==> config.mk <==
export PLATFORM = sky130hd
export DESIGN_NAME = spi_cmos_bridge
export DESIGN_NICKNAME = d
export VERILOG_FILES = /design/src/rtl/spi_cmos_bridge.sv
export SDC_FILE = /design/constraint.sdc
export NUM_CORES = 1
export LEC_CHECK = 0
export ABC_AREA = 1
export BUFFER_PORTS_ARGS = -buffer_cell sky130_fd_sc_hd__buf_4
export CAP_MARGIN = 20
export CORE_ASPECT_RATIO = 1.5
export CORE_MARGIN = 4
export CORE_UTILIZATION = 67
export DETAILED_ROUTE_END_ITERATION = 7
export GPL_TIMING_DRIVEN = 0
export MAX_ROUTING_LAYER = met4
export PLACE_DENSITY = 0.88
export SLEW_MARGIN = 20
export SYNTH_ARGS = -nofsm -noshare
export SYNTH_HDL_FRONTEND = slang
export SYNTH_SLANG_ARGS = --single-unit
==> constraint.sdc <==
create_clock -name sys_clk -period 4.27 [get_ports sys_clk]
set_clock_uncertainty 0.15 [all_clocks]
set_input_delay 0.2135 -clock sys_clk [delete_from_list [all_inputs] [get_ports sys_clk]]
set_output_delay 0.2135 -clock sys_clk [all_outputs]
set_load 0.005 [all_outputs]
==> src/rtl/spi_cmos_bridge.sv <==
// ESP32 slave-SPI frames are oversampled into a command FIFO and replayed to the sensor over master SPI; read-back is captured.
// Latency: push 3 sys_clk after the ESP32 CS rises; sensor CS falls 1 cycle after the pop; CS stays low CLK_DIV*(2*CMD_W+2) cycles.
// Backpressure: ready gates only new pops (a running transfer always completes); a push into a full FIFO is dropped with ovf_err.
module spi_cmos_bridge #(
  parameter int FRAME_W    = 32,
  parameter int CMD_W      = 27,
  parameter int RW_BIT     = 16,
  parameter int RD_W       = 16,
  parameter int FIFO_DEPTH = 16,
  parameter int CLK_DIV    = 5,
  parameter int CS_GAP     = 4
) (
  input  logic                        sys_clk,
  input  logic                        sys_rst_n,
  input  logic                        sck_in,
  input  logic                        cs_n_in,
  input  logic                        mosi_in,
  input  logic                        ready,
  output logic                        sck_out,
  output logic                        cs_n_out,
  output logic                        mosi,
  input  logic                        miso,
  output logic [RD_W-1:0]             rd_data,
  output logic                        rd_valid,
  output logic                        busy,
  output logic [$clog2(FIFO_DEPTH):0] fifo_level,
  output logic                        wr_full,
  output logic                        rd_empty,
  output logic                        frame_err,
  output logic                        ovf_err
);

  localparam int AW   = $clog2(FIFO_DEPTH);
  localparam int BCW  = $clog2(FRAME_W + 2);
  localparam int SBW  = $clog2(CMD_W + 1);
  localparam int CNTW = $clog2(((CLK_DIV > CS_GAP) ? CLK_DIV : CS_GAP) + 1);

  typedef enum logic [2:0] {S_IDLE, S_SETUP, S_SHIFT, S_HOLD, S_GAP} state_t;

  // ---------------- slave side ----------------
  logic [2:0]       r_sck_s, r_cs_s, r_mosi_s;
  logic             r_armed, r_frame_err;
  logic [BCW-1:0]   r_bitcnt;
  // Only the last CMD_W bits of a frame are ever forwarded, so the shifter keeps just those.
  logic [CMD_W-1:0] r_frame;
  logic             w_sck_rise, w_cs_fall, w_cs_rise, w_push;

  // Two synchroniser stages plus one history stage per async input; bit 1 is the synced value, bit 2 the history.
  always_ff @(posedge sys_clk) begin
    if (!sys_rst_n) begin
      r_sck_s  <= '0;
      r_cs_s   <= '0;
      r_mosi_s <= '0;
    end else begin
      r_sck_s  <= {r_sck_s[1:0], sck_in};
      r_cs_s   <= {r_cs_s[1:0], cs_n_in};
      r_mosi_s <= {r_mosi_s[1:0], mosi_in};
    end
  end

  assign w_sck_rise = r_sck_s[1] & ~r_sck_s[2];
  assign w_cs_fall  = ~r_cs_s[1] & r_cs_s[2];
  assign w_cs_rise  = r_cs_s[1] & ~r_cs_s[2];
  assign w_push     = r_armed & w_cs_rise & (r_bitcnt == BCW'(FRAME_W));

  // Frame reception; nothing counts until CS has been seen stably high, so a frame cut by reset is never half-accepted.
  always_ff @(posedge sys_clk) begin
    if (!sys_rst_n) begin
      r_armed     <= 1'b0;
      r_bitcnt    <= '0;
      r_frame     <= '0;
      r_frame_err <= 1'b0;
    end else begin
      r_frame_err <= 1'b0;
      if (r_cs_s[1] && r_cs_s[2]) r_armed <= 1'b1;
      if (r_armed) begin
        if (w_cs_fall) begin
          r_bitcnt <= '0;
        end else if (w_sck_rise && !r_cs_s[1]) begin
          // mosi history tap is one cycle older than the sck edge, well inside the stable window
          r_frame <= {r_frame[CMD_W-2:0], r_mosi_s[2]};
          if (r_bitcnt != BCW'(FRAME_W + 1)) r_bitcnt <= r_bitcnt + BCW'(1);
        end
        if (w_cs_rise && (r_bitcnt != BCW'(FRAME_W))) r_frame_err <= 1'b1;
      end
    end
  end

  // ---------------- command FIFO ----------------
  logic [CMD_W-1:0] r_mem [FIFO_DEPTH];
  logic [AW-1:0]    r_wptr, r_rptr;
  logic [AW:0]      r_level, w_level_nxt;
  logic             r_full, r_empty, r_ovf;
  logic             w_pop, w_push_ok;
  logic [CMD_W-1:0] w_head;

  assign w_push_ok = w_push & (~r_full | w_pop);
  assign w_head    = r_mem[r_rptr];

  // Storage array; only the pointers need reset.
  always_ff @(posedge sys_clk) begin
    if (w_push_ok) r_mem[r_wptr] <= r_frame;
  end

  // Occupancy after this cycle's push/pop.
  always_comb begin
    w_level_nxt = r_level;
    if (w_push_ok && !w_pop)      w_level_nxt = r_level + (AW+1)'(1);
    else if (!w_push_ok && w_pop) w_level_nxt = r_level - (AW+1)'(1);
  end

  // Pointers and registered status flags.
  always_ff @(posedge sys_clk) begin
    if (!sys_rst_n) begin
      r_wptr  <= '0;
      r_rptr  <= '0;
      r_level <= '0;
      r_full  <= 1'b0;
      r_empty <= 1'b1;
      r_ovf   <= 1'b0;
    end else begin
      if (w_push_ok) r_wptr <= r_wptr + AW'(1);
      if (w_pop)     r_rptr <= r_rptr + AW'(1);
      r_level <= w_level_nxt;
      r_full  <= (w_level_nxt == (AW+1)'(FIFO_DEPTH));
      r_empty <= (w_level_nxt == '0);
      r_ovf   <= w_push & ~w_push_ok;
    end
  end

  // ---------------- master side ----------------
  state_t           r_state, w_state_nxt;
  logic [CNTW-1:0]  r_cnt, w_cnt_nxt;
  logic [SBW-1:0]   r_bits, w_bits_nxt;
  logic [CMD_W-1:0] r_shift, w_shift_nxt;
  logic [RD_W-1:0]  r_cap, w_cap_nxt, r_rd_data, w_rd_data_nxt;
  logic             r_rw, w_rw_nxt, r_sck, w_sck_nxt, r_cs_n, w_cs_n_nxt;
  logic             r_mosi, w_mosi_nxt, r_rd_valid, w_rd_valid_nxt;
  logic             w_div_last;

  assign w_div_last = (r_cnt == CNTW'(CLK_DIV - 1));

  // Master state register and datapath registers.
  always_ff @(posedge sys_clk) begin
    if (!sys_rst_n) begin
      r_state    <= S_IDLE;
      r_cnt      <= '0;
      r_bits     <= '0;
      r_shift    <= '0;
      r_cap      <= '0;
      r_rw       <= 1'b0;
      r_sck      <= 1'b0;
      r_cs_n     <= 1'b1;
      r_mosi     <= 1'b0;
      r_rd_data  <= '0;
      r_rd_valid <= 1'b0;
    end else begin
      r_state    <= w_state_nxt;
      r_cnt      <= w_cnt_nxt;
      r_bits     <= w_bits_nxt;
      r_shift    <= w_shift_nxt;
      r_cap      <= w_cap_nxt;
      r_rw       <= w_rw_nxt;
      r_sck      <= w_sck_nxt;
      r_cs_n     <= w_cs_n_nxt;
      r_mosi     <= w_mosi_nxt;
      r_rd_data  <= w_rd_data_nxt;
      r_rd_valid <= w_rd_valid_nxt;
    end
  end

  // Next-state and output decode; each sck half-period lasts CLK_DIV cycles, SHIFT holds CMD_W full sck periods.
  always_comb begin
    w_state_nxt    = r_state;
    w_cnt_nxt      = r_cnt;
    w_bits_nxt     = r_bits;
    w_shift_nxt    = r_shift;
    w_cap_nxt      = r_cap;
    w_rw_nxt       = r_rw;
    w_sck_nxt      = r_sck;
    w_cs_n_nxt     = r_cs_n;
    w_mosi_nxt     = r_mosi;
    w_rd_data_nxt  = r_rd_data;
    w_rd_valid_nxt = 1'b0;
    w_pop          = 1'b0;
    case (r_state)
      S_IDLE: begin
        if (ready && !r_empty) begin
          w_pop       = 1'b1;
          w_shift_nxt = w_head;
          w_rw_nxt    = w_head[RW_BIT];
          w_cs_n_nxt  = 1'b0;
          w_mosi_nxt  = w_head[CMD_W-1];
          w_cnt_nxt   = '0;
          w_bits_nxt  = '0;
          w_state_nxt = S_SETUP;
        end
      end
      S_SETUP: begin
        if (w_div_last) begin
          w_cnt_nxt   = '0;
          w_sck_nxt   = 1'b1;
          w_cap_nxt   = {r_cap[RD_W-2:0], miso};
          w_bits_nxt  = r_bits + SBW'(1);
          w_state_nxt = S_SHIFT;
        end else begin
          w_cnt_nxt = r_cnt + CNTW'(1);
        end
      end
      S_SHIFT: begin
        if (w_div_last) begin
          w_cnt_nxt = '0;
          if (r_sck) begin
            w_sck_nxt   = 1'b0;
            w_mosi_nxt  = r_shift[CMD_W-2];
            w_shift_nxt = {r_shift[CMD_W-2:0], 1'b0};
          end else if (r_bits == SBW'(CMD_W)) begin
            w_state_nxt = S_HOLD;
          end else begin
            w_sck_nxt  = 1'b1;
            w_cap_nxt  = {r_cap[RD_W-2:0], miso};
            w_bits_nxt = r_bits + SBW'(1);
          end
        end else begin
          w_cnt_nxt = r_cnt + CNTW'(1);
        end
      end
      S_HOLD: begin
        if (w_div_last) begin
          w_cnt_nxt   = '0;
          w_cs_n_nxt  = 1'b1;
          w_mosi_nxt  = 1'b0;
          w_state_nxt = S_GAP;
          if (r_rw) begin
            w_rd_data_nxt  = r_cap;
            w_rd_valid_nxt = 1'b1;
          end
        end else begin
          w_cnt_nxt = r_cnt + CNTW'(1);
        end
      end
      S_GAP: begin
        if (r_cnt == CNTW'(CS_GAP - 1)) begin
          w_cnt_nxt   = '0;
          w_state_nxt = S_IDLE;
        end else begin
          w_cnt_nxt = r_cnt + CNTW'(1);
        end
      end
      default: w_state_nxt = S_IDLE;
    endcase
  end

  assign sck_out    = r_sck;
  assign cs_n_out   = r_cs_n;
  assign mosi       = r_mosi;
  assign rd_data    = r_rd_data;
  assign rd_valid   = r_rd_valid;
  assign busy       = (r_state != S_IDLE) | w_pop;
  assign fifo_level = r_level;
  assign wr_full    = r_full;
  assign rd_empty   = r_empty;
  assign frame_err  = r_frame_err;
  assign ovf_err    = r_ovf;

endmodule

After elaboration in Yosys (flattened, before gate mapping)

Memories as Yosys holds them, arrays and structs flattened. A register that Yosys moved wholly into a read port is not among the register bits.
Index checks and enable logic that the tools add are counted.

Add/sub/neg operators: 7
Eq/ne operators: 20
Muxes and demuxes: 52
Bitwise logic cells: 15
Reductions and logical operators: 36

Operators by type and width:

| cell                  | count |
|---|---|
| $mux W26              | 3 |
| $mux W16              | 4 |
| $pmux W26 S2          | 1 |
| $mux W5               | 7 |
| $pmux W16 S2          | 1 |
| $mux W3               | 10 |
| $mux W6               | 3 |
| $ne A2 B2 Y1 const B  | 9 |
| $reduce_and A3 Y1     | 6 |
| $mux W1               | 15 |
| $pmux W3 S5           | 1 |
| $pmux W5 S3           | 1 |
| $ne A6 B6 Y1 const B  | 2 |
| $reduce_bool A3 Y1    | 4 |
| $add A5 B1 Y5 const B | 2 |
| $eq A5 B5 Y1 const B  | 2 |
| $reduce_and A5 Y1     | 2 |
| $reduce_bool A2 Y1    | 5 |
| $eq A3 B2 Y1 const B  | 3 |
| $pmux W3 S3           | 1 |
| $add A4 B1 Y4 const B | 2 |
| $mux W4               | 2 |
| $and A1 B1 Y1         | 7 |
| $reduce_and A7 Y1     | 1 |
| 18 further kinds      | 36 |

Bits in registers: 134
Memory bits (writable): 432
Input port bits: 7
Output and inout bits: 30
Logic and storage cells: 155
Memories: 1

Memories:

| memory | words | bits a word | rd ports | clocked after Yosys merged registers in | wr ports | RTL line | RTL |
|---|---|---|---|---|---|---|---|
| r_mem  | 16    | 27          | 1        | 1                                       | 1        | 90       | `logic [CMD_W-1:0] r_mem [FIFO_DEPTH];` |

Depth between registers and ports, before layout

Word-level depth: 11
Depth in mapped cells: 13
Mapped depth without buffers: 13

Worst setup path before layout

No wires, ideal clock.

Path type: reg-to-reg
From: register r_state[0]
To: memory r_mem[11][0], enable pin
Setup time: 0.411 ns
Arrival: 2.279 ns
Required time: 3.709 ns
Path slack: 1.430 ns
Cell stages (with the launch flop): 8
Buffers on the path: 0
Period minus slack after synthesis: 2.840 ns
Cell sequence: dfxtp_1 > nor2_2 > nand3_4 > nand2_1 > nand3_2 > nor2_1 > nand2_1 > nor2_1

Word-level cells in the longest chain between the ends: 6

Ends and longest elaborated chain:

| what                          | RTL line | RTL |
|---|---|---|
| start, declared               | 132      | `state_t r_state, w_state_nxt;` |
| start signal, assigned        | 158      | `r_state <= w_state_nxt;` |
| $logic_not A3 Y1              | 186      | `case (r_state)` |
| $mux W1                       | 186      |  |
| $or A1 B1 Y1                  | 97       | `assign w_push_ok = w_push & (~r_full \| w_pop);` |
| $and A1 B1 Y1                 | 97       |  |
| $mux W1                       | 102      | `if (w_push_ok) r_mem[r_wptr] <= r_frame;` |
| $mux W1 (implied by the code) | 102      |  |
| end, declared                 | 90       |  |

No other way between the ends.

Worst setup path after layout

From: register r_state[0]
To: memory r_mem[6][12], enable pin

The elaborated chain is that of the path after synthesis.

==> impl_metrics.py <==
metrics = {
    "run_status": {
        "status": "finished, final reports clean",
    },
    "setup_path": {
        "critical_path_class": "flip-flop to flip-flop",
        "worstReg2RegEnd": "r_mem[6][12]",
        "r2r.worst_path.cells": 8,
        "worstPathRequired_ps": 4390,
        "start_kind": "flip-flop",
        "critPathMaxStageDelay_ps": 740,
        "reg2reg_setup_slack_ps": 1260,
        "rr_startpoint": "r_state[0]",
        "worstPathArrival_ps": 3130,
        "crit_top_cell": "nand2_1",
        "worst_setup_path_end_kind": "flip-flop",
        "crit_fanout": 17,
        "crit_chain": "nor2_2 > nand3_4 > nand2_1 > nand3_2 > inv_1 > nand2_1 > nor2_4 > buf_8",
        "crit_slowest_cell": "nor2_4",
    },
    "sta": {
        "worstMarginPinSlew_ps": 973.9,
        "setup_violations": 0,
        "fmax_mhz": 332.0,
        "tns_ps": 0,
        "drv_slew": 0,
        "fin_crit_sh_pct": 70.55,
        "hold_violations": 0,
        "slew_headroom_pct": 35.07,
        "whs_ps": 40.30,
        "rsz0062_at_grt": "false",
        "period_needed_ps": 3012,
    },
    "clocking": {
        "cts_buffers": 47,
        "cts_sinks": 570,
        "cts_buffer_depth": 3,
        "htree_levels": 2,
        "postCtsSetupRepairBufs": 0,
        "path_clk_slew_ps": 70,
        "cts_tree": "built",
        "worstSkewPairLatency_ps": 580,
        "cts_root_buf": "clkbuf_16",
    },
    "worst_hold_path": {
        "whs_endpoint": "r_rw",
        "min_path_type": "primary input to flip-flop",
        "hp-start": "ready",
        "hold_depth": 6,
    },
    "global_route": {
        "overflow": 0,
        "grt_max_degree": 20,
        "grt_pass1_vias": 18310,
        "grt_first_pass_wirelength_mm": 104.6,
        "antenna_found_initial": 0,
        "grtUsageTotal_pct": 37.72,
    },
    "cells_and_area": {
        "nFillCells": 1900,
        "final_nets": 2258,
        "drive_above_1_share_pct": 10.52,
        "diodes": 0,
        "layout.cells.non_filler": 2697,
        "utilization_pct": 76.48,
        "syn_to_final_growth_pct": 12.48,
    },
    "power_and_ir_drop": {
        "ir_drop_mv": 0.4771,
        "pwr-share-clk_pct": 32.7,
        "power.leakage_nw": 9.968,
        "intPower_mw": 9.413,
        "pwr-share-comb_pct": 21.6,
        "p_total_mw": 13.51,
        "switching_share_pct": 30.33,
        "netSwitchingPower_mw": 4.098,
        "seqPwrFrac_pct": 45.7,
        "power_density_nw_per_um2": 515.5,
    },
    "synth": {
        "synth.top_cell.area_share_pct": 55.67,
        "synth_fp_nets": 2153,
        "synth_seq_area_share_pct": 67.52,
        "yosysWarnings": 0,
        "syn_area_sq_um": 23300,
        "syn_avg_cell_area_sq_um": 10.94,
        "synth_seq_cells": 570,
        "synth_top_area_cell": "edfxtp_1",
        "synth_cell_type_count": 42,
        "syn_inst": 2131,
        "synthTopCellsByArea": "edfxtp_1, dfxtp_1, inv_1",
    },
    "route": {
        "drc": 0,
        "first_iter_violations": 3022,
        "vias": 18160,
        "ant_nets": 0,
        "first_pass_iters": 6,
        "finalWirelength_mm": 70.50,
        "vias_per_cell": 6.732,
        "wire_per_inst_um": 26.14,
    },
    "place": {
        "io_buffers": 35,
        "dp.cells": 2608,
        "hpwl_mm": 45.47,
        "gp_congestion": 1.015,
    },
    "die": {
        "fp.dieW_um": 160.3,
        "start_util_pct": 68.00,
        "rows": 83,
        "fp.dieH_um": 236.4,
        "dieArea_sq_um": 37890,
        "pin_count": 37,
        "core_sq_um": 34270,
    },
    "flow_run": {
        "max_cap_viol_count": 0,
    },
}
-- flip-flops by register name (all words and copies together), names as in the netlist, 4 cells and up, named ones only --
register / flops
r_shift: 26
r_cap: 16
r_rptr: 4
r_bitcnt: 6
r_bits: 5
r_wptr: 4
r_frame: 27
r_mem: 432
fifo_level: 5
rd_data: 16
-- routing by layer --
metal	vias up	GRT usage (%)	wire length, um
met4	0	27.68	6755
met2	1717	61.56	34250
li1	7558	-	-
met1	8318	39.97	20810
met5	-	-	0
met3	562	8.845	8689
-- worst max-delay path, delay by kind of cell, from the launching register on --
kind                   cells  cell delay [ps]
AND/OR/NAND/NOR            6             1760
buffers and inverters      2              420
flip-flops                 1              370
-- cells in the final DEF (no fill, tap or decap), types with 7 or more instances in the layout --
master,netlist,final
a21oi_1,178,178
buf_1,13,13
buf_16,0,12
buf_2,49,49
buf_4,1,36
buf_6,18,18
clkbuf_1,40,52
clkbuf_16,0,50
clkinv_1,3,13
dfxtp_1,138,138
edfxtp_1,432,432
ha_1,15,15
inv_1,267,267
inv_2,9,9
nand2_1,236,236
nand3_1,180,180
nand4_1,8,8
nor2_1,167,151
nor2_4,6,22
o211ai_1,106,106
o21ai_0,141,141
o21ai_1,73,73
xor2_1,7,7
-- power groups by stage --
stage	registers [mW]	clock network, mW	logic (mW)
6_report	6.18	4.41	2.92
5_1_grt	6.19	4.59	3.10
4_1_cts	6.17	4.35	2.79
3_5_place_dp	6.28	0	2.71
3_3_place_gp	6.28	0	2.57
2_1_floorplan	6.25	0	1.85
-- repair_timing --
| action | in CTS | in global routing |
|---|---|---|
| hold buffers | 4 | 0 |
| hold endpoints to repair | 4 | 0 |
| gates resized for setup | 0 | 0 |
-- metrics by stage --
stage / setup slack (ps) / area [sq um]
2_1_floorplan: 1430 / 23300
3_3_place_gp: -124.3 / 24100
3_5_place_dp: 1374 / 24630
4_1_cts: 1326 / 26210
5_1_grt: 1141 / 26210
6_report: 1258 / 26210
-- kinds of logic (layout without fill, tap and decap cells) --
| family | after synthesis | count (layout) | synth area share [%] |
|---|---|---|---|
| buffers and inverters | 402 | 543 | 7.361 |
| flip-flops | 570 | 570 | 67.52 |
| adder cells (fa/ha/maj) | 15 | 15 | 0.8054 |
| XOR/XNOR | 8 | 8 | 0.3007 |
| AND/OR/NAND/NOR | 632 | 632 | 11.99 |
| AO/OA/AOI/OAI | 504 | 504 | 12.02 |
-- worst max path at each step --
stage	start	endpoint	slack, ps
2_1_floorplan	r_state[0]	r_mem[11][0]	1430
3_3_place_gp	r_state[0]	r_mem[7][0]	-120
3_5_place_dp	r_state[0]	r_mem[6][8]	1370
4_1_cts	r_state[0]	r_mem[6][7]	1330
5_1_grt	r_bitcnt[0]	r_mem[6][15]	1140
6_report	r_state[0]	r_mem[6][12]	1260
-- synth_stat cells, drive strengths merged --
library cell and number:
a21oi 178, a211oi 1, dfxtp 138, a21boi 1
nor3b 3, nor2 179, buf 81, xnor2 1
xor2 7, o211ai 106, o21a 1, nand3 183
nand4 9, nand2 244, inv 276, o21bai 1
nor3 7, o21ai 214, a31oi 2, edfxtp 432
and3 1, nand3b 1, clkinv 5, nor4 1
or2 4, ha 15, clkbuf 40
-- cell type report --
type,count,area [sq um],share of cell area [%]
Multi-Input combinational cell,1159,5973,22.79
Clock inverter,22,227.7,0.8688
Buffer,121,654.4,2.497
Tap cell,425,531.8,2.029
Sequential cell,570,15740,60.03
Inverter,281,1061,4.048
Clock buffer,63,1310,4.998
Timing Repair Buffer,56,718.2,2.740
Power figures use the tool's default switching activity.
